`config.mk`:
```
export PLATFORM = sky130hd
export DESIGN_NAME = feature_row_cache_ctrl
export DESIGN_NICKNAME = d
export VERILOG_FILES = /design/src/rtl/feature_row_cache_ctrl.sv
export SDC_FILE = /design/constraint.sdc
export NUM_CORES = 1
export LEC_CHECK = 0
export ABC_CLOCK_PERIOD_IN_PS = 3320
export BUFFER_PORTS_ARGS = -buffer_cell sky130_fd_sc_hd__clkbuf_2
export CAP_MARGIN = 25
export CORE_ASPECT_RATIO = 1.1
export CORE_UTILIZATION = 55
export DETAILED_ROUTE_END_ITERATION = 8
export PLACE_DENSITY = 0.8
export RECOVER_POWER = 25
export SYNTH_ARGS = -nofsm -noshare
export SYNTH_HDL_FRONTEND = slang
export SYNTH_SLANG_ARGS = --single-unit
```
`constraint.sdc`:
```
create_clock -name system_clk -period 3.32 [get_ports system_clk]
set_input_delay 0.332 -clock system_clk [delete_from_list [all_inputs] [get_ports system_clk]]
set_output_delay 0.332 -clock system_clk [all_outputs]
set_load 0.05 [all_outputs]
```
`src/rtl/feature_row_cache_ctrl.sv`:
```
// rtl/feature_row_cache_ctrl.sv - frame sequencer feeding a 3-row feature row cache
// Latches frame geometry, paces source beats into the cache and tags each beat with its column/row.
module feature_row_cache_ctrl #(
  parameter int COL_W = 10
) (
  input  logic             system_clk,
  input  logic             rst_n,
  input  logic             cfg_start,
  input  logic [COL_W-1:0] cfg_col_size,
  input  logic [COL_W-1:0] cfg_row_size,
  input  logic             cfg_rebuild,
  input  logic             abort,
  input  logic             src_valid,
  output logic             src_ready,
  output logic             cache_wr_en,
  output logic [COL_W-1:0] cache_col_size,
  output logic             cache_rebuild,
  output logic             win_valid,
  output logic [COL_W-1:0] win_col,
  output logic [COL_W-1:0] win_row,
  output logic             busy,
  output logic             frame_done,
  output logic             cfg_err
);

  localparam logic [1:0] S_IDLE  = 2'd0;
  localparam logic [1:0] S_PRIME = 2'd1;
  localparam logic [1:0] S_RUN   = 2'd2;
  localparam logic [1:0] S_DONE  = 2'd3;

  localparam logic [COL_W-1:0] ONE   = COL_W'(1);
  localparam logic [COL_W-1:0] TWO   = COL_W'(2);
  localparam logic [COL_W-1:0] THREE = COL_W'(3);

  logic [1:0]       state;
  logic [COL_W-1:0] col_cnt;
  logic [COL_W-1:0] row_cnt;
  logic [COL_W-1:0] row_size;
  logic             cfg_ok;
  logic             last_col;
  logic             last_row;

  assign cfg_ok   = (cfg_col_size != '0) && (cfg_row_size >= THREE);
  assign last_col = (col_cnt == cache_col_size - ONE);
  assign last_row = (row_cnt == row_size - ONE);

  // Abort blocks acceptance in its own cycle so no beat slips into a discarded frame.
  assign src_ready   = (state == S_RUN) && !abort;
  assign cache_wr_en = src_valid && src_ready;
  assign win_valid   = cache_wr_en && (row_cnt >= TWO);
  assign win_col     = col_cnt;
  assign win_row     = row_cnt;
  assign busy        = (state != S_IDLE);
  assign frame_done  = (state == S_DONE) && !abort;

  always_ff @(posedge system_clk or negedge rst_n) begin
    if (!rst_n) begin
      state          <= S_IDLE;
      col_cnt        <= '0;
      row_cnt        <= '0;
      row_size       <= '0;
      cache_col_size <= '0;
      cache_rebuild  <= 1'b0;
      cfg_err        <= 1'b0;
    end else begin
      cfg_err <= 1'b0;
      if (abort && state != S_IDLE) begin
        state   <= S_IDLE;
        col_cnt <= '0;
        row_cnt <= '0;
      end else begin
        case (state)
          S_IDLE: begin
            if (cfg_start && !abort) begin
              if (cfg_ok) begin
                cache_col_size <= cfg_col_size;
                row_size       <= cfg_row_size;
                cache_rebuild  <= cfg_rebuild;
                state          <= S_PRIME;
              end else begin
                cfg_err <= 1'b1;
              end
            end
          end
          S_PRIME: state <= S_RUN;
          S_RUN: begin
            if (cache_wr_en) begin
              if (last_col) begin
                col_cnt <= '0;
                if (last_row) begin
                  row_cnt <= '0;
                  state   <= S_DONE;
                end else begin
                  row_cnt <= row_cnt + ONE;
                end
              end else begin
                col_cnt <= col_cnt + ONE;
              end
            end
          end
          default: begin
            state   <= S_IDLE;
            col_cnt <= '0;
            row_cnt <= '0;
          end
        endcase
      end
    end
  end

endmodule

```
# == After elaboration in Yosys (flattened, before gate mapping) ==
# Index checks and enable logic that the tools add are counted.
# totals
word_cells,61
input_bits,26
output_inout_bits,37
reg_bits,44
# classes
mux,20
n_bitwise,1
magnitude_cmp,2
add_sub_neg,4
n_eq_ne,11
reduce_logical,16
# op_table
op,count
10-bit two-way mux,7
10-bit one-hot mux with 2 select lines,2
10-bit by 1-bit adder with 10-bit output (second input constant),2
10-bit equality test,2
10-bit by 2-bit greater-or-equal comparator with 1-bit output (second input constant),2
10-bit by 1-bit subtractor with 10-bit output (second input constant),2
2-bit two-way mux,6
10-bit nonzero test,1
3-bit by 2-bit != test with 1-bit output (second input constant),3
1-bit logical AND,7
3-bit != test (second input constant),2
2-bit one-hot mux with 3 select lines,1
5-bit AND reduction,1
2-bit equality test (second input constant),2
1-bit two-way mux,4
4-bit AND reduction,1
3-bit AND reduction,1
2-bit by 1-bit equality test with 1-bit output (second input constant),1
2-bit logical NOT,1
2-bit by 1-bit != test with 1-bit output (second input constant),1
2-bit AND reduction,1
2-bit nonzero test,1
2-bit OR reduction,1
1-bit logical NOT,1
1-bit inverter,1

# == Logic depth before layout (Yosys ltp) ==
# Gate-level depths: netlist of the first run.
# logic_depth
depth_word,7
ltp_mapped,10
mapped_depth_nobuf,9

# == Worst setup path after synthesis of the first run ==
# No wires, ideal clock.
# synth_path
path_type,register to register
from,register cache_col_size[0]
to,"register col_cnt[3], in the netlist win_col[3]"
path_slack_ns,0.515
stages_incl_launch_ff,11
t_required_ns,3.244
t_arrival_ns,2.728
path_buffers,1
synth_period_minus_slack_ns,2.805
cell_sequence,dfrtp_1 buf_6 inv_1 ha_1 or3b_1 xor2_1 a21oi_1 a31oi_4 a31o_4 or4_1 o21ai_1
# synth_between
elab_chain_len,6
# synth_rtl
element,line_no,source
start: declaration,16,"output logic [COL_W-1:0] cache_col_size,"
start signal: assignment,76,cache_col_size <= cfg_col_size;
10-bit by 1-bit subtractor with 10-bit output,44,assign last_col = (col_cnt == cache_col_size - ONE);
10-bit equality test,44,
10-bit two-way mux,88,if (last_col) begin
10-bit two-way mux,87,if (cache_wr_en) begin
10-bit one-hot mux with 2 select lines,72,case (state)
10-bit two-way mux,67,if (abort && state != S_IDLE) begin
end signal: assignment,97,col_cnt <= col_cnt + ONE;
end: declaration,36,logic [COL_W-1:0] col_cnt;
# No other way between the ends. The select of a mux whose other input is x is not followed.
# A chain may end at the register's enable or synchronous reset.

# == Final worst setup path of the first run ==
# layout_path
from,register cache_col_size[0]
to,"register col_cnt[7], in the netlist win_col[7]"
# Same word-level chain as after synthesis.

==> run summary, run 1 <==
Status -> finished, violations left
Failing checks -> capacitance limit, slew limit
Fin crit share -> 86.40%
Synth warnings -> 0
Post-Route Setup TNS -> 0 ns
GRT Total Usage -> 25.63%
Later-pin clock latency in the skew report -> 0.30 ns
Multi-input combinational cell area -> 1802 um2
CP Launch Point -> cache_col_size[0]
Core area -> 5135 um2
Worst hold start -> cfg_rebuild
Synthesized cell area -> 3020 um2
Seq/Total Area, Yosys -> 36.45%
Crit-path slowest cell -> a31oi_2
CP Cell Sequence -> inv_1, ha_1, or3b_1, xor2_1, a21oi_1, a31oi_4, a31oi_2, nand2_1, o311ai_1
Fill cells -> 447
Dominant cell type by area after synthesis -> dfrtp_1
Total gr overflow -> 0
Via count -> 2658
Max-Cap Viols -> 1
Dpl hpwl -> 5271 um
Syn Nets -> 353
Tot Pwr -> 2.995 mW
Unrepaired setup endpoints after global routing -> no
Ant. Diodes -> 0
Starting density of the core -> 58.82%
First-pass detailed-route iteration total -> 4
Mapped Cells -> 318
Die W -> 72.66 um
Vias/cell -> 5.946
Number of global-route vias before repair -> 2583
Crit path buffers/inverters -> 1
CTS Buf Count -> 5
Fin nets -> 409
GPL Wtd Cong -> 0.8355
First-pass GRT wire length -> 11620 um
Remaining antenna violation count -> 0
Full die area -> 5792 um2
Clk slew on worst S/H paths -> 0.08 ns
Met1 usage -> 31.27%
Slew HR -> -59.13%
FF+latch area -> 1101 um2
Crit start category -> flop
Hold WC Path Type -> input port to flop
Wirelength per Cell -> 15.63 um
Post-CTS setup buffers -> 0
Synth top cells by count -> dfrtp_1 (44), nand2_1 (24), mux2_2 (21), nand3_1 (21), nor2_1 (17)
Port Buf Inserts -> 62
Met2 Usage GRT -> 46.17%
Worst EP arrival -> 3.06 ns
Fmax -> 348.6 MHz
# clock sinks -> 44
Ys flop type -> dfrtp_1
Crit end category -> flop
Number of flops mapped to enable cells by yosys -> 0
Hold buffers post-CTS -> 0
Critical path class -> flop to flop
Initial drt markers -> 154
Initial antenna violation count -> 0
Drt total wl -> 6987 um
Asr flop ratio synth -> 100.0%
Setup Viol. Count Final -> 0
Layout cells sized above 1 -> 28.00%
Synth top area share -> 36.45%
Top post-synthesis cells by area -> dfrtp_1 (36%), mux2_2 (7.8%), xor2_1 (4.1%), ha_1 (3.7%), nand3_1 (3.5%)
CTS tree -> yes
CTS H-tree depth -> 2
Busiest grt layer -> met2
Clock Skew -> 0.007263 ns
Top delay family on crit path -> compound AO/OA/AOI/OAI gates
Power Density -> 862.0 nW/um2
Top-level I/O count -> 63
Row Count -> 27
Slew of the pin with the lowest slew margin -> 2.387 ns
Fin crit period -> 2.869 ns
Average size of a mapped cell -> 9.498 um2
Top-count cell post-synth -> dfrtp_1
Worst VDD drop -> 0.6818 mV
Met3 usage -> 3.914%
CTS Root Buffer Type -> clkbuf_8
CP Max Fanout -> 10
Leak Pwr -> 1.540 nW
DR DRC count -> 0
Final Max Tran Viols -> 45
Die H -> 79.72 um
Clock Tree Buf Depth -> 2
Cell variety after synth -> 60
Cts repair resizes -> 0
Reg2reg start -> cache_col_size[0]
Largest net degree at the start of global routing -> 45
Worst endpoint required time -> 3.51 ns
Synth Register Bits -> 44
Area Growth Syn to Fin -> 15.04%
Delay of the slowest critical-path stage -> 0.50 ns
Final hold vios -> 0
## path summary, 6_finish.rpt
check,cells past startpoint,to,slack [ns]
setup / recovery,9,win_col[7],0.45
hold / removal,2,cache_rebuild,0.27
setup reg to reg,9,win_col[7],0.45
hold reg to reg,1,cache_rebuild,0.53
max in group asynchronous,2,state[1],1.11
min in group asynchronous,2,win_row[3],0.85
## flip-flops by register name (all words and copies together), names as in the netlist
name and cells:
cache_col_size 10, cache_rebuild 1, cfg_err 1, row_size 10, state 2, win_col 10, win_row 10
## power by group
group          total (mW)  internal [mW]  switching (mW)
Combinational        1.62          0.586            1.04
Clock               0.407          0.223           0.184
Sequential          0.966          0.694           0.272
## layout make-up
cell class	instances	share of cell area [%]
inverters	12	1.296
flip-flops and latches	44	31.69
clock buffers	6	2.089
multi-input cells	246	51.85
repair buffers	65	9.471
well taps	72	2.593
clock inverters	2	1.008
## routing by layer
| metal | share of wire, % | wire (um) | up-vias |
|---|---|---|---|
| met5 | 0 | 0 | - |
| met2 | 53 | 3673 | 77 |
| li1 | - | - | 1290 |
| met1 | 42 | 2956 | 1287 |
| met4 | 0.93 | 65 | 0 |
| met3 | 4.2 | 292 | 4 |
## logic make-up (layout without fill, tap and decap cells)
logic type,Yosys count,in the layout,synth area share [%]
compound gates,67,67,17.23
xor+xnor,25,25,7.249
fa+ha+maj,9,9,3.728
buf+inv,28,85,3.894
flops,44,44,36.45
mux,22,22,8.161
simple gates,123,123,23.28
## through the flow
step | area, um2 | util (%) | hold WS (ns) | cells | setup slack [ns]
global placement | 3371 | 65.64 | 0.4537 | 439 | 0.5494
global route | 3475 | 67.67 | 0.2672 | 447 | 0.2195
finish | 3475 | 67.67 | 0.2655 | 447 | 0.4515
floorplan | 3020 | - | 0.03641 | 318 | 0.5154
CTS | 3478 | 67.74 | 0.1364 | 447 | 0.4186
detailed placement | 3371 | 65.64 | 0.4523 | 439 | 0.4422
## placed cells by master (no fill, tap or decap), types with 2 or more instances in the layout
cell type / synthesis / routed
nand3b_1: 2 / 2
a22oi_1: 2 / 2
a22o_1: 3 / 3
nor2_1: 17 / 17
o2bb2ai_1: 5 / 5
dfrtp_1: 44 / 44
ha_1: 9 / 9
clkbuf_1: 10 / 2
o21ai_0: 16 / 15
or4_1: 6 / 6
mux2_2: 21 / 21
or2_2: 2 / 2
o311ai_1: 2 / 2
nand3_1: 21 / 21
or3_1: 9 / 9
inv_1: 12 / 12
clkbuf_8: 0 / 5
xnor2_1: 11 / 11
o221ai_1: 5 / 5
a21oi_1: 8 / 8
a211oi_1: 2 / 2
xor2_1: 14 / 14
nand2b_1: 6 / 6
a2bb2oi_1: 4 / 4
buf_4: 0 / 2
clkbuf_2: 0 / 62
o21ai_1: 2 / 3
a311oi_1: 2 / 2
o31ai_1: 2 / 2
nor3_1: 9 / 9
and3b_1: 2 / 2
nor3_2: 2 / 2
nor4_1: 6 / 6
nand2_1: 24 / 24
nand4_1: 2 / 2
nor3b_1: 3 / 3
nor2b_1: 4 / 4
(Power assumes the default switching activity.)
==> inputs of run 2 (changes only) <==
==> constraint.sdc (replaced) <==
create_clock -name system_clk -period 3.32 [get_ports system_clk]
set_input_delay 0.664 -clock system_clk [delete_from_list [all_inputs] [get_ports system_clk]]
set_output_delay 0.664 -clock system_clk [all_outputs]
set_load 0.05 [all_outputs]
==> run 2 against run 1 <==
- the run still ends with capacitance limit, slew limit left
- largest power group unchanged
- clock skew fell by 0.0027 ns
- register-to-register slack improved by 0.09 ns
- die area did not move
- combinational power barely moved
- clock-buffer cell count did not move
- core utilization rose by 0.12 points
- flip-flop and latch count did not move
- first-iteration DRC count rose by 7.8%
==> run summary, run 2 (synthesized netlist as in run 1, its figures left out) <==
Crit-path slowest cell -> a31oi_2
Largest net degree at the start of global routing -> 30
Die H -> 79.72 um
Setup slack after layout -> 0.5455 ns
Remaining antenna violation count -> 0
GPL Wtd Cong -> 0.7793
Fmax -> 360.4 MHz
Fin nets -> 412
Commonest non-fill, non-tap cell in the layout -> clkbuf_2
Row Count -> 27
Failing checks -> capacitance limit, slew limit
Port Buf Inserts -> 62
Ant. Diodes -> 0
Critical path class -> flop to flop
DR DRC count -> 0
Wirelength per Cell -> 15.36 um
Slew of the pin with the lowest slew margin -> 1.619 ns
Fill cells -> 428
Worst VDD drop -> 0.8511 mV
Die W -> 72.66 um
Pre-CTS WS -> 0.5665 ns
Status -> finished, violations left
Initial drt markers -> 166
Area Growth Syn to Fin -> 15.24%
Commonest cells after routing, fill and taps aside -> clkbuf_2 (61), dfrtp_1 (44), nand2_1 (24), nand3_1 (21), mux2_2 (21)
Dpl hpwl -> 5288 um
Post-Route Setup TNS -> 0 ns
CTS Root Buffer Type -> clkbuf_8
Drt total wl -> 6912 um
Worst EP arrival -> 2.97 ns
Via count -> 2668
Power Density -> 849.2 nW/um2
Hold Slack -> 0.4467 ns
Fin crit period -> 2.775 ns
Fin crit share -> 83.57%
Max-Cap Viols -> 1
CTS H-tree depth -> 2
Final hold vios -> 0
CTS Buf Count -> 5
Clock Tree Buf Depth -> 2
Cts repair resizes -> 0
Layout cells sized above 1 -> 28.57%
Final Max Tran Viols -> 30
Post-CTS setup buffers -> 0
# clock sinks -> 44
Core area -> 5135 um2
Clock Skew -> 0.004610 ns
Setup Viol. Count Final -> 0
CTS tree -> yes
Crit end category -> flop
Later-pin clock latency in the skew report -> 0.30 ns
First-pass GRT wire length -> 11520 um
Number of global-route vias before repair -> 2471
GRT Total Usage -> 25.61%
Worst endpoint required time -> 3.51 ns
First-pass detailed-route iteration total -> 4
Slew HR -> -7.965%
Hold WC Path Type -> input port to async pin
Initial antenna violation count -> 0
Top-level I/O count -> 63
Vias/cell -> 5.929
Clk slew on worst S/H paths -> 0.08 ns
Delay of the slowest critical-path stage -> 0.50 ns
Crit start category -> flop
Starting density of the core -> 58.82%
Hold buffers post-CTS -> 0
Unrepaired setup endpoints after global routing -> no
Full die area -> 5792 um2
Total gr overflow -> 0
CP Max Fanout -> 10
CP Cell Sequence -> inv_1, ha_1, or3b_1, xor2_1, a21oi_1, a31oi_4, a31oi_2, nand2_1, o311ai_1
Leak Pwr -> 1.546 nW
-- run 2: changes by cell type in the layout (fill, tap and decap cells not counted) --
cell / previous run / this run
buf_4: 2 / 5
bufinv_16: 1 / 0
clkbuf_2: 62 / 61
clkbuf_8: 5 / 6
clkinv_2: 1 / 2
-- run 2: final timing paths --
check | from | endpoint | slack, ns | cells past startpoint
min reg2reg | cache_rebuild | cache_rebuild | 0.53 | 1
max in group asynchronous | rst_n | cache_col_size[4] | 0.90 | 2
min in group system_clk | cache_rebuild | cache_rebuild | 0.53 | 1
min | rst_n | win_row[5] | 0.45 | 1
max | cache_col_size[1] | win_col[9] | 0.55 | 9
max reg2reg | cache_col_size[1] | win_col[9] | 0.55 | 9
-- run 2: critical path, delay by kind of cell, from the launching register on --
family          cells  cell delay [ns]
fa+ha+maj           1             0.21
compound gates      4             1.16
xor+xnor            1             0.16
flops               1             0.47
simple gates        2             0.59
buf+inv             1             0.09
-- run 2: metrics by stage --
step	util, %	cell area, um2	total power [mW]	instances
6_report	67.79	3481	2.956	450
5_1_grt	67.79	3481	3.164	450
4_1_cts	68.13	3498	2.974	450
3_5_place_dp	66.33	3406	2.613	442
3_3_place_gp	65.94	3386	2.569	441
2_1_floorplan	-	3020	2.222	318
-- run 2: power breakdown --
group / leakage, nW / internal (mW) / total (mW) / switching (mW)
clock: 0.0510 / 0.166 / 0.350 / 0.184
combinational: 0.929 / 0.604 / 1.65 / 1.05
sequential: 0.567 / 0.694 / 0.953 / 0.259
total: 1.55 / 1.46 / 2.96 / 1.49
-- run 2: cell type report --
type                    count  area [um2]  share of cell area (%)
multi-input cells         246        1802                   51.76
clock buffers               6       82.58                   2.372
clock inverters             2       10.01                  0.2876
flip-flops and latches     44        1101                   31.63
repair buffers             68       350.3                   10.06
well taps                  72       90.09                   2.588
inverters                  12       45.04                   1.294
-- run 2: routing by layer --
metal	up-vias	part of all wire, %	track usage (%)
met3	6	4.1	4.040
met5	-	0	0
li1	1296	-	-
met2	74	52	46.36
met4	0	0.90	5.882
met1	1292	43	31.68
==> inputs of run 3 (changes only) <==
--- a/config.mk
+++ b/config.mk
@@ -5,7 +5,7 @@
 export SDC_FILE = /design/constraint.sdc
 export NUM_CORES = 1
 export LEC_CHECK = 0
-export ABC_CLOCK_PERIOD_IN_PS = 3320
+export ABC_CLOCK_PERIOD_IN_PS = 2560
 export BUFFER_PORTS_ARGS = -buffer_cell sky130_fd_sc_hd__clkbuf_2
 export CAP_MARGIN = 25
 export CORE_ASPECT_RATIO = 1.1
==> constraint.sdc (replaced) <==
create_clock -name system_clk -period 2.56 [get_ports system_clk]
set_input_delay 0.512 -clock system_clk [delete_from_list [all_inputs] [get_ports system_clk]]
set_output_delay 0.512 -clock system_clk [all_outputs]
set_load 0.05 [all_outputs]
==> run 3 against run 2 <==
- the flow now finishes without violations
- clock skew up 0.0041 ns
- setup slack worse by 0.52 ns
- fmax up 9.5%
- critical path type unchanged
- largest cell class unchanged
==> run summary, run 3 (synthesized netlist as in run 1, its figures left out) <==
Crit start category -> flop
Core area -> 5135 um2
CTS tree -> yes
Vias/cell -> 5.940
Final Max Tran Viols -> 0
Commonest cells after routing, fill and taps aside -> clkbuf_2 (61), dfrtp_1 (42), nand2_1 (23), nand3_1 (21), mux2_2 (21)
Later-pin clock latency in the skew report -> 0.29 ns
Drt total wl -> 7489 um
Dpl hpwl -> 5590 um
GPL Wtd Cong -> 0.8521
Row Count -> 27
Layout cells sized above 1 -> 34.52%
R2R setup slack -> 0.03 ns
Slew HR -> 6.543%
DR DRC count -> 0
Pre-CTS WS -> -0.06651 ns
Hold Crit Depth -> 2
First-pass detailed-route iteration total -> 5
Port Buf Inserts -> 62
Leak Pwr -> 1.627 nW
CP Cell Sequence -> inv_2, ha_4, or3b_4, or3_4, a31oi_4, nand3_4, o41a_1, o2bb2ai_2
Initial drt markers -> 160
Core Util, Final -> 71.61%
CP Max Fanout -> 5
CTS Buf Count -> 5
Die W -> 72.66 um
Initial antenna violation count -> 0
Worst r2r path cells -> 8
Worst EP arrival -> 2.75 ns
Full die area -> 5792 um2
CTS Root Buffer Type -> clkbuf_8
Critical path class -> flop to flop
Fin crit period -> 2.533 ns
Fmax -> 394.7 MHz
Crit-path slowest cell -> dfrtp_2
Clock Tree Buf Depth -> 2
Total gr overflow -> 0
GRT Total Usage -> 26.55%
Area Growth Syn to Fin -> 21.75%
Number of global-route vias before repair -> 2580
Status -> complete, no violations
CTS H-tree depth -> 2
Via count -> 2768
Reg2reg start -> cache_col_size[0]
Remaining antenna violation count -> 0
Max-Cap Viols -> 0
Clock Skew -> 0.008741 ns
CP Launch Point -> cache_col_size[0]
Wirelength per Cell -> 16.07 um
Worst VDD drop -> 0.9583 mV
Top-level I/O count -> 63
Slew of the pin with the lowest slew margin -> 1.402 ns
Die H -> 79.72 um
Setup slack after layout -> 0.02659 ns
Clk slew on worst S/H paths -> 0.08 ns
Largest net degree at the start of global routing -> 26
Starting density of the core -> 58.82%
Fin crit share -> 98.96%
Power Density -> 1112 nW/um2
Ant. Diodes -> 0
First-pass GRT wire length -> 11910 um
Fin nets -> 428
Final hold vios -> 0
Delay of the slowest critical-path stage -> 0.46 ns
Crit end category -> flop
Setup Viol. Count Final -> 0
Reg2reg end -> win_row[9]
Commonest non-fill, non-tap cell in the layout -> clkbuf_2
Worst Setup EP -> win_row[9]
Hold WC Path Type -> input port to flop
Unrepaired setup endpoints after global routing -> yes
# clock sinks -> 44
Worst endpoint required time -> 2.78 ns
[run 3: worst min-delay path by stage]
stage / endpoint / startpoint / slack (ns)
after floorplan: cache_col_size[0] / rst_n / 0.22
after global placement: cache_rebuild / cache_rebuild / 0.49
after detailed placement: cache_rebuild / cache_rebuild / 0.51
after CTS: cache_col_size[2] / rst_n / 0.25
after global routing: cache_rebuild / cfg_rebuild / 0.44
final: cache_rebuild / cfg_rebuild / 0.45
[run 3: final cells by class]
type	count	area (um2)
clock inverter	1	5.005
sequential	44	1104
inverter	12	45.04
clock buffer	7	76.32
timing repair buffer	83	475.5
fill	416	1458
multi-input combinational	247	1882
tap	72	90.09
[run 3: power by group]
| part | internal [mW] | total (mW) | leakage (nW) | switching [mW] |
|---|---|---|---|---|
| Sequential | 0.904 | 1.20 | 0.564 | 0.298 |
| Combinational | 0.951 | 2.46 | 1.02 | 1.51 |
| Clock | 0.192 | 0.423 | 0.0422 | 0.232 |
[run 3: layer usage]
layer,GRT usage (%),share of wire (%)
met1,32.79,44
met2,46.26,51
met3,4.924,4.2
met4,8.824,0.95
met5,0,0
[run 3: stage by stage]
step	hold WS, ns	cell area [um2]	power (mW)	TNS (ns)	instances
global placement	0.4877	3513	3.478	0	452
finish	0.4532	3677	4.089	0	466
detailed placement	0.5082	3513	3.555	-0.07523	452
global route	0.4411	3677	4.358	-0.09945	466
floorplan	0.2164	3053	2.926	-0.002691	318
CTS	0.2532	3617	4.019	0	461
[run 3: critical path, delay by kind of cell, from the launching register on]
kind	cells	cell delay, ns
AND/OR/NAND/NOR	3	0.93
AO/OA/AOI/OAI	3	0.83
flip-flops	1	0.46
adder cells (fa/ha/maj)	1	0.15
buffers and inverters	1	0.08
[run 3: repair_timing]
item / in CTS / in global routing
pin swaps: 1 / 6
buffers inserted: 1 / 4
setup endpoints to repair: 4 / 16
hold endpoints to repair: 0 / 0
gates cloned: 0 / 1
gates resized for setup: 2 / 10
hold buffers: 0 / 0
